[src/rtl/filt5_decode.sv]
// Five-line synchroniser + per-bit glitch filter feeding a registered Q0.Q1.Q2.~Q3.~Q4 decode.
// Define MATCH_COUNT_EN to build in the saturating match counter and its CNT port.
module filt5_bit #(
    parameter int FILT_LEN = 4
) (
    input  logic clk,
    input  logic rst,
    input  logic ce,
    input  logic d,
    output logic q
);
    localparam int FC_W = (FILT_LEN > 1) ? $clog2(FILT_LEN) : 1;
    localparam logic [FC_W-1:0] FC_MAX = FC_W'(FILT_LEN - 1);

    logic            s1_q, s1_d;
    logic            s2_q, s2_d;
    logic            q_q, q_d;
    logic [FC_W-1:0] fc_q, fc_d;

    always_comb begin
        s1_d = d;
        s2_d = s1_q;
        q_d  = q_q;
        fc_d = fc_q;
        if (ce) begin
            // Any return to the current Q throws away the partial count.
            if (s2_q == q_q) begin
                fc_d = '0;
            end else if (fc_q == FC_MAX) begin
                q_d  = s2_q;
                fc_d = '0;
            end else begin
                fc_d = fc_q + 1'b1;
            end
        end
    end

    always_ff @(posedge clk) begin
        if (rst) begin
            s1_q <= 1'b0;
            s2_q <= 1'b0;
            q_q  <= 1'b0;
            fc_q <= '0;
        end else begin
            s1_q <= s1_d;
            s2_q <= s2_d;
            q_q  <= q_d;
            fc_q <= fc_d;
        end
    end

    assign q = q_q;
endmodule

module filt5_decode #(
    parameter int FILT_LEN  = 4,
    parameter int CNT_WIDTH = 8
) (
    input  logic                 C,
    input  logic                 R,
    input  logic                 CE,
    input  logic [4:0]           D,
    output logic [4:0]           Q,
    output logic                 O,
    output logic                 OP
`ifdef MATCH_COUNT_EN
    ,
    output logic [CNT_WIDTH-1:0] CNT
`endif
);
    if (FILT_LEN < 1 || FILT_LEN > 15 || CNT_WIDTH < 1) begin : g_bad_param
        $error("filt5_decode: FILT_LEN must be 1..15 and CNT_WIDTH >= 1");
    end

    filt5_bit #(.FILT_LEN(FILT_LEN)) u_bit [4:0] (
        .clk (C),
        .rst (R),
        .ce  (CE),
        .d   (D),
        .q   (Q)
    );

    logic dec;
    logic o_q, o_d;
    logic op_q, op_d;

    always_comb begin
        dec  = Q[0] & Q[1] & Q[2] & ~Q[3] & ~Q[4];
        o_d  = o_q;
        // Pulse is forced low while disabled so a frozen cycle cannot stretch it.
        op_d = 1'b0;
        if (CE) begin
            o_d  = dec;
            op_d = dec & ~o_q;
        end
    end

    always_ff @(posedge C) begin
        if (R) begin
            o_q  <= 1'b0;
            op_q <= 1'b0;
        end else begin
            o_q  <= o_d;
            op_q <= op_d;
        end
    end

    assign O  = o_q;
    assign OP = op_q;

`ifdef MATCH_COUNT_EN
    logic [CNT_WIDTH-1:0] cnt_q, cnt_d;

    always_comb begin
        cnt_d = cnt_q;
        if (CE && op_q && (cnt_q != {CNT_WIDTH{1'b1}})) begin
            cnt_d = cnt_q + 1'b1;
        end
    end

    always_ff @(posedge C) begin
        if (R) begin
            cnt_q <= '0;
        end else begin
            cnt_q <= cnt_d;
        end
    end

    assign CNT = cnt_q;
`endif
endmodule
[config.mk]
export PLATFORM = sky130hd
export DESIGN_NAME = filt5_decode
export DESIGN_NICKNAME = d
export VERILOG_FILES = /design/src/rtl/filt5_decode.sv
export SDC_FILE = /design/constraint.sdc
export NUM_CORES = 1
export LEC_CHECK = 0
export CORE_UTILIZATION = 60
export CTS_BUF_LIST = sky130_fd_sc_hd__clkbuf_4 sky130_fd_sc_hd__clkbuf_8
export DETAILED_ROUTE_END_ITERATION = 12
export GPL_ROUTABILITY_DRIVEN = 1
export GPL_TIMING_DRIVEN = 1
export PLACE_DENSITY_LB_ADDON = 0.08
export SYNTH_ARGS = -nofsm -noshare
export SYNTH_HDL_FRONTEND = slang
export SYNTH_SLANG_ARGS = --single-unit
[constraint.sdc]
create_clock -name C -period 2.8 [get_ports C]
set_input_delay 0.56 -clock C [delete_from_list [all_inputs] [get_ports C]]
set_output_delay 0.56 -clock C [all_outputs]
set_load 0.005 [all_outputs]
# Word level (Yosys, flattened, before mapping)

Index checks and enable logic that the tools add are counted.

Register bits: 27
Input port bits: 8
Output and inout bits: 7
Word-level logic and storage cells: 67

$add $sub $neg: 5
Muxes and demuxes: 10
Reductions and logical operators: 6
Eq/ne operators: 10
Bitwise gates (word level): 14

Operators with widths:

| kind                  | number |
|---|---|
| $mux W2               | 10 |
| $reduce_and A3 Y1     | 5 |
| $add A2 B1 Y2 const B | 5 |
| $eq A2 B2 Y1 const B  | 5 |
| $not A1 Y1            | 9 |
| $and A1 B1 Y1         | 5 |
| $eq A1 B1 Y1          | 5 |
| $reduce_or A2 Y1      | 1 |

# Longest topological paths before layout

Word-level depth: 5
Depth in mapped cells: 4
Mapped depth without buffers: 3

# By module

Synthesis repeated with hierarchy kept, for this count alone.

Cells, all modules: 98
Area, all modules: 1064.8 µm²

Modules (own cells, without submodules):

| module       | area each (µm²) | cells an instance | times used | sequential area each (µm²) |
|---|---|---|---|---|
| filt5_bit    | 196.4           | 18                | 5          | 100.1 |
| filt5_decode | 82.6            | 8                 | 1          | 40.0 |

# Least setup slack after synthesis

OpenSTA, ideal clock, no wires.

Path type: input to register
Start point: input port R
End point: register u_bit[4].fc_q[0]
Cell stages on the path: 3
Library setup time: 88 ps
Arrival time: 1251 ps
Path slack: 1460 ps
Path buffers: 1
Data required time: 2712 ps
Cell sequence: buf_2 -> or4b_1 -> o32ai_2

RTL lines:

| what                   | line | RTL |
|---|---|---|
| start: declaration     | 60   | `input logic R,` |
| end signal: assignment | 43   | `fc_q <= '0;` |
| end signal: assignment | 48   | `fc_q <= fc_d;` |
| end: declaration       | 18   | `logic [FC_W-1:0] fc_q, fc_d;` |

==> run_results.csv <==
group,metric,value,unit
run_status,status,"completed",
critical_path,cp_top_family,"buffers and inverters",
clock_tree,clockBufferDepth,2,
yosys,syn_area,1141,sq um
detailed_routing,drt_iter0_drc,8,
clock_tree,path_clk_slew,140,ps
detailed_routing,routedWlPerCell,11.96,um
power_and_ir_drop,ir_drop,396.6,uV
global_routing,grt_usage,19.57,%
clock_tree,ctsResizeCount,0,
placed_design,dp_slack,593.7,ps
global_routing,grt_max_degree,39,
critical_path,crit_path_end_kind,"register",
finish,nets,131,
critical_path,cp_slowest_cell,"clkdlybuf4s50_1",
sta,tightest_slew,666.5,ps
sta,setup_tns,0,ps
critical_path,critPathMaxStageDelay,900,ps
placed_design,hpwl,1159,um
sta,fin_crit,1854,ps
sta,max-slew-margin-rel,55.43,%
sta,fin_ws,946.4,ps
finish,fillers,140,
global_routing,grt-ovfl-total,0,
sta,rsz0062_at_grt,"false",
yosys,synth_top_cell_area_share,47.37,%
critical_path,crit_fanout,23,
die,core_area,1745,sq um
detailed_routing,drcViolationCount,0,
min_path,hold_class,"register to register",
yosys,synth-seq-area-share,47.37,%
placed_design,io_buffers,14,
global_routing,antenna_found_initial,0,
yosys,avgSynthCellArea,10.47,sq um
sta,max_freq,539.5,MHz
flow_run,drv_cap,0,
global_routing,grt_pass1_wl,2849,um
detailed_routing,routed_wl,1698,um
critical_path,cp-start-kind,"primary input",
die,rows,15,
detailed_routing,vias_per_cell,5.458,
yosys,yosysTopAreaCell,"dfxtp_1",
placed_design,place.gp.congestion,0.7244,
clock_tree,holdBufCountCts,0,
finish,antenna_cells,0,
detailed_routing,ant_nets,0,
critical_path,path_class,"primary input to register",
sta,clock_skew,3.056,ps
power_and_ir_drop,p_leak,0.4464,nW
yosys,synth_warnings,0,
sta,finalSetupViolCount,0,
power_and_ir_drop,power_density,478.3,nW/um^2
finish,drive_gt1_share,11.11,%
critical_path,cp.arrival,2100,ps
sta,finalMaxSlewViolations,0,
clock_tree,cts_setup_buffers,0,
critical_path,cp.buffers_inverters,2,
global_routing,grt_pass1_vias,670,
detailed_routing,dr.pass1.iters,4,
clock_tree,cts-root-buf,"clkbuf_4",
sta,hold_violations,0,
yosys,synthCells,109,
yosys,netlist_top_cells_area,"dfxtp_1 47%, o32ai_1 6.9%, ha_1 5.5%",
clock_tree,cts_buffers,3,
clock_tree,insertion_delay,320,ps
yosys,synth_fp_nets,122,
finish,seqCellArea,540.5,sq um
clock_tree,cts.sinks,27,
die,initial_core_util,65.38,%
critical_path,crit_required,3050,ps
finish,postLayoutCoreUtil,73.55,%
sta,period_share,66.20,%
yosys,ys_ff_latch,27,
die,die-area,2080,sq um
detailed_routing,vias,775,
die,pin_count,15,
clock_tree,cts_tree,"done",
die,die_x,45.61,um
die,dieHeight,45.61,um
clock_tree,cts_max_level,1,
critical_path,cp_cell_sequence,"clkdlybuf4s50_1, buf_4, nand4b_1, o31ai_1",
finish,multiInputGateArea,489.2,sq um
yosys,synth.distinct_cells,21,
finish,areaGrowthSynthToFinish,12.50,%
## worst paths after layout
path                            slack [ps]  cells past startpoint                             to                     startpoint
worst max register to register        1510                      3  u_bit[3].fc_q[0]$_SDFFE_PP0P_  u_bit[3].fc_q[0]$_SDFFE_PP0P_
worst min register to register         460                      1       u_bit[4].s2_q$_SDFF_PP0_       u_bit[4].s1_q$_SDFF_PP0_
worst min-delay path                   460                      1       u_bit[4].s2_q$_SDFF_PP0_       u_bit[4].s1_q$_SDFF_PP0_
worst max-delay path                   950                      4                 O$_SDFFE_PP0P_                             CE
## final cells by class
class	instances	share of cell area (%)
multi-input cells	60	38.11
repair buffers	16	12.09
inverters	10	2.924
well taps	25	2.437
flip-flops and latches	27	42.11
clock buffers	4	2.339
## logic make-up after synthesis
logic type	after synthesis	share of synthesized area (%)
AOI/OAI and AO/OA	21	15.57
xor gates and xnor gates	5	3.838
adders and majority gates	5	5.482
buffers and inverters	22	9.759
DFF	27	47.37
and+or+nand+nor	29	17.98
## worst register-to-register path: cells and delay by family (launching register included)
family / cells / cell delay (ps)
AOI/OAI and AO/OA: 1 / 120
DFF: 1 / 340
and+or+nand+nor: 1 / 510
adders and majority gates: 1 / 220
## stage by stage
stage | power [mW] | cells | instance area (sq um) | hold slack (ps)
after floorplan | 0.4329 | 109 | 1141 | 413.8
after global placement | 0.4450 | 138 | 1254 | 418.5
after detailed placement | 0.4470 | 138 | 1254 | 429.9
after CTS | 0.6197 | 142 | 1284 | 459.0
after global routing | 0.6391 | 142 | 1284 | 476.6
final | 0.6140 | 142 | 1284 | 457.6
## per-layer routing
metal / wire, um / GRT usage, % / part of all wire [%] / up-vias
met4: 38 / 10.91 / 2.2 / 0
li1: - / - / - / 396
met1: 887 / 25.81 / 52 / 361
met2: 727 / 30.00 / 43 / 13
met3: 45 / 3.571 / 2.7 / 5
met5: 0 / 0 / 0 / -
## synthesized netlist by cell type
| library cell | count |
|---|---|
| nor2b_1 | 10 |
| buf_2 | 2 |
| or4b_1 | 5 |
| a21bo_2 | 5 |
| o32ai_2 | 1 |
| nand3b_1 | 5 |
| buf_4 | 5 |
| dfxtp_1 | 27 |
| nand4b_1 | 1 |
| o31ai_1 | 1 |
| clkbuf_1 | 4 |
| a21oi_1 | 5 |
| xnor2_1 | 5 |
| nand2b_1 | 1 |
| inv_1 | 10 |
| nor4_1 | 1 |
| nand3_1 | 5 |
| buf_6 | 1 |
| ha_1 | 5 |
| or3b_2 | 1 |
| o32ai_1 | 9 |
## registers in the layout (all words and copies together), names as in the netlist
| register | count |
|---|---|
| u_bit.q | 5 |
| u_bit.s2_q | 5 |
| u_bit.fc_q | 10 |
| OP | 1 |
| O | 1 |
| u_bit.s1_q | 5 |
## layout by cell type (no fill, tap or decap), types with 2 or more instances in the layout
cell type / count
dfxtp_1: 27
clkdlybuf4s50_1: 14
nor2b_1: 10
inv_1: 10
o32ai_1: 9
nand3_1: 5
a21bo_2: 5
a21oi_1: 5
xnor2_1: 5
nand3b_1: 5
or4b_1: 5
ha_1: 5
clkbuf_4: 4
buf_4: 2
## where the power goes
part / switching [mW] / internal [mW] / total [mW]
Sequential: 0.00400 / 0.393 / 0.397
Clock: 0.110 / 0.0655 / 0.176
Combinational: 0.0196 / 0.0218 / 0.0414
Total: 0.134 / 0.480 / 0.614
(Power assumes the default switching activity.)
